===== config.mk =====
export PLATFORM = sky130hd
export DESIGN_NAME = alu
export DESIGN_NICKNAME = d
export VERILOG_FILES = /design/src/rtl/alu_pkg.sv /design/src/rtl/alu_div.sv /design/src/rtl/alu.sv
export SDC_FILE = /design/constraint.sdc
export NUM_CORES = 1
export LEC_CHECK = 0
export ABC_AREA = 1
export CORE_MARGIN = 10
export CORE_UTILIZATION = 43
export CTS_CLUSTER_DIAMETER = 60
export DETAILED_ROUTE_END_ITERATION = 7
export GPL_TIMING_DRIVEN = 0
export SLEW_MARGIN = 20
export SYNTH_ARGS = -nofsm -noshare
export SYNTH_HDL_FRONTEND = slang
export SYNTH_HIERARCHICAL = 1
export SYNTH_SLANG_ARGS = --single-unit

===== constraint.sdc =====
create_clock -name clk -period 31.4 [get_ports clk]
set_clock_uncertainty 0.05 [all_clocks]
set_input_delay 3.14 -clock clk [delete_from_list [all_inputs] [get_ports clk]]
set_output_delay 3.14 -clock clk [all_outputs]
set_load 0.02 [all_outputs]

===== src/rtl/alu_pkg.sv =====
// Shared operation encodings and constants for the MIPS_Lite ALU.
package alu_pkg;

    localparam int ALU_WIDTH = 8;

    localparam logic [2:0] OP_ADD  = 3'b000;
    localparam logic [2:0] OP_SUB  = 3'b001;
    localparam logic [2:0] OP_MUL  = 3'b010;
    localparam logic [2:0] OP_DIV  = 3'b011;
    localparam logic [2:0] OP_AND  = 3'b100;
    localparam logic [2:0] OP_OR   = 3'b101;
    localparam logic [2:0] OP_XOR  = 3'b110;
    localparam logic [2:0] OP_ZERO = 3'b111;

    localparam logic [ALU_WIDTH-1:0] DIV_BY_ZERO_RESULT = '1;

endpackage


===== src/rtl/alu_div.sv =====
// Unsigned unrolled restoring divider, WIDTH quotient bits per evaluation.
// Latency: purely combinational, no state.
// Backpressure: none, output follows inputs.
module alu_div #(
    parameter int WIDTH = 8
) (
    input  logic [WIDTH-1:0] dividend,
    input  logic [WIDTH-1:0] divisor,
    output logic [WIDTH-1:0] quotient,
    output logic [WIDTH-1:0] remainder,
    output logic             div_by_zero
);

    logic [WIDTH:0]   rem;
    logic [WIDTH-1:0] quo;

    // Partial remainder carries one extra bit so the trial compare never overflows.
    always_comb begin
        rem = '0;
        quo = '0;
        for (int i = WIDTH - 1; i >= 0; i--) begin
            rem = {rem[WIDTH-1:0], dividend[i]};
            if (rem >= {1'b0, divisor}) begin
                rem    = rem - {1'b0, divisor};
                quo[i] = 1'b1;
            end
        end
    end

    assign quotient    = quo;
    assign remainder   = rem[WIDTH-1:0];
    assign div_by_zero = (divisor == '0);

endmodule


===== src/rtl/alu.sv =====
// 8-bit integer ALU: op_code selects one of eight ops on A/B, result registered.
// Latency: 1 clk, throughput 1 op/clk.
// Backpressure: none, inputs sampled every edge, no handshake.
module alu
    import alu_pkg::*;
#(
    parameter int WIDTH = ALU_WIDTH
) (
    input  logic             clk,
    input  logic             rst,
    input  logic [WIDTH-1:0] A,
    input  logic [WIDTH-1:0] B,
    input  logic [2:0]       op_code,
    output logic [WIDTH-1:0] result
);

    logic [WIDTH-1:0] div_quo;
    logic [WIDTH-1:0] div_rem_unused;
    logic             div_by_zero;
    logic [WIDTH-1:0] result_nxt;

    alu_div #(.WIDTH(WIDTH)) u_div (
        .dividend    (A),
        .divisor     (B),
        .quotient    (div_quo),
        .remainder   (div_rem_unused),
        .div_by_zero (div_by_zero)
    );

    // Arithmetic is evaluated at WIDTH bits, so carries/borrows/high product bits drop.
    always_comb begin
        result_nxt = '0;
        case (op_code)
            OP_ADD:  result_nxt = A + B;
            OP_SUB:  result_nxt = A - B;
            OP_MUL:  result_nxt = A * B;
            OP_DIV:  result_nxt = div_by_zero ? WIDTH'(DIV_BY_ZERO_RESULT) : div_quo;
            OP_AND:  result_nxt = A & B;
            OP_OR:   result_nxt = A | B;
            OP_XOR:  result_nxt = A ^ B;
            OP_ZERO: result_nxt = '0;
        endcase
    end

    always_ff @(posedge clk) begin
        if (rst) begin
            result <= '0;
        end else begin
            result <= result_nxt;
        end
    end

endmodule


==> impl_metrics.yaml <==
status:
  status: "complete, no violations"
route:
  drt_first_pass_iters: 5
  viasPerCell: 4.88
  wire_per_inst_microns: 14.0
  vias: 5317
  drt_wl_total_mm: 15.2
  drt_iter0_drc: 311
  drc_errors: 0
  ant_nets: 0
global_routing:
  grt_start_max_net_pins: 13
  antenna_found_initial: 0
  grt_pass1_vias: 5186
  grt_pass1_wl_mm: 25.6
  grt_overflow_total: 0
  grt_use_total_pct: 17.0
job:
  drv_cap: 0
critical_path:
  critPathKind: "in -> reg"
  required_ns: 31.47
  crit_path_max_fanout: 10
  worstSetupEndpointType: "register"
  max_stage_delay_ns: 1.03
  startpoint: "B[1]"
  cp_common_cell: "nand2_1"
  critPathSlowestCell: "clkdlybuf4s50_1"
  setup.worst_path.start_class: "input port"
  critical_path_arrival_ns: 18.27
floorplanning:
  die_h_microns: 134
  core_sq_mm: 0.0127
  boundaryPins: 29
  dieArea_sq_mm: 0.0179
  die_w_microns: 134
  initial_core_util_pct: 44.1
  row_count: 41
cells_and_area:
  fillers: 1374
  drive_gt1_share_pct: 7.95
  seq_area_sq_um: 160
  largest_register_ffs: 8
  antennaDiodeCount: 0
  stdcell_count: 1090
  regMostFlops: "result"
  stdcell_area_sq_mm: 0.00616
  reg_top3: "result: 8 flops"
  utilization_pct: 48.6
  syn2layout_area_growth_pct: 10.2
  multi_input_area_sq_mm: 0.00456
  fin_nets: 1058
clocking:
  clk_path_buf_depth: 2
  h-tree-depth: 1
  cts-root-buf: "clkbuf_16"
  cts_tree: "done"
  cts_hold_buf: 0
  clock_sinks: 8
  clkTransAtPathRegs_ns: 0.03
  cts_resized: 0
  cts_post_setup_buffers_inserted: 0
  cts_buffers: 3
timing:
  min_period_over_period_pct: 57.9
  fmax_mhz: 55.0
  finalCriticalPeriod_ns: 18.20
  worstMarginPinSlew_ns: 1.12
  final_hold_viol_count: 0
  setup-violations-final: 0
  slew_headroom_pct: 24.3
  tns_ns: 0
  slew_viol_final: 0
  holdWs_ns: 3.60
  rsz0062_at_grt: "no"
place:
  gp_congestion: 0.854
  dp.cells: 1087
  dp_hpwl_mm: 12.6
  numPortBuffers: 28
  dpl_cell_area_sq_mm: 0.00608
power_and_ir_drop:
  ir_drop_v: 0.000118
  powerDensity_mw_per_mm2: 64.1
  power_leakage_uw: 0.00365
hold_path:
  hp-start: "rst"
  hp-class: "in -> reg"
synthesis:
  syn_area_per_cell_sq_um: 6.30
  syn_nets: 1025
  synthCells: 887
  yosysWarningCount: 6
  synth_area_sq_mm: 0.00559
==> cell usage in the layout (no fill, tap or decap), types with 7 or more instances in the layout <==
cell,n
a21oi_1,42
clkdlybuf4s50_1,28
dfxtp_1,8
fa_1,19
ha_1,98
inv_1,198
inv_2,10
nand2_1,238
nand2_2,10
nand2_4,8
nand3_1,52
nand3_2,7
nand4_1,8
nor2_1,26
o21ai_0,17
o21ai_1,22
xnor2_1,14
xor2_1,30
==> worst max-delay path, delay by kind of cell <==
| family | cells | cell delay, ns |
|---|---|---|
| buffers and inverters | 24 | 3.44 |
| AO/OA/AOI/OAI | 27 | 5.00 |
| AND/OR/NAND/NOR | 41 | 3.92 |
| adder cells (fa/ha/maj) | 8 | 2.71 |
==> through the flow <==
stage	setup WS, ns	power [uW]
5_1_grt	11.41	448
6_report	13.20	394
3_5_place_dp	12.92	374
2_1_floorplan	16.49	301
4_1_cts	13.14	397
3_3_place_gp	13.00	372
==> final cells by class <==
type                    instances  area share (%)
plain buffers                   8            1.12
multi-input cells             659            74.0
well taps                     172            3.50
repair buffers                 28            4.55
clock buffers                   3            1.22
flip-flops and latches          8            2.60
inverters                     212            13.0
==> power breakdown <==
group          switching, uW  internal [uW]
clock network           4.47           16.4
registers              0.330           11.8
logic                    220            142
total                    224            170
==> final timing paths <==
check / end / cells after the start
setup / recovery: result[0] / 100
hold / removal: result[6] / 2
==> layer usage <==
metal,GRT usage (%),routed length [microns],up-vias
met5,0,0,-
met4,1.93,33,0
met3,0.971,431,2
met2,30.6,7340,74
met1,22.3,7400,2365
li1,-,-,2876
No activity file was read; power rests on OpenSTA's default activity.
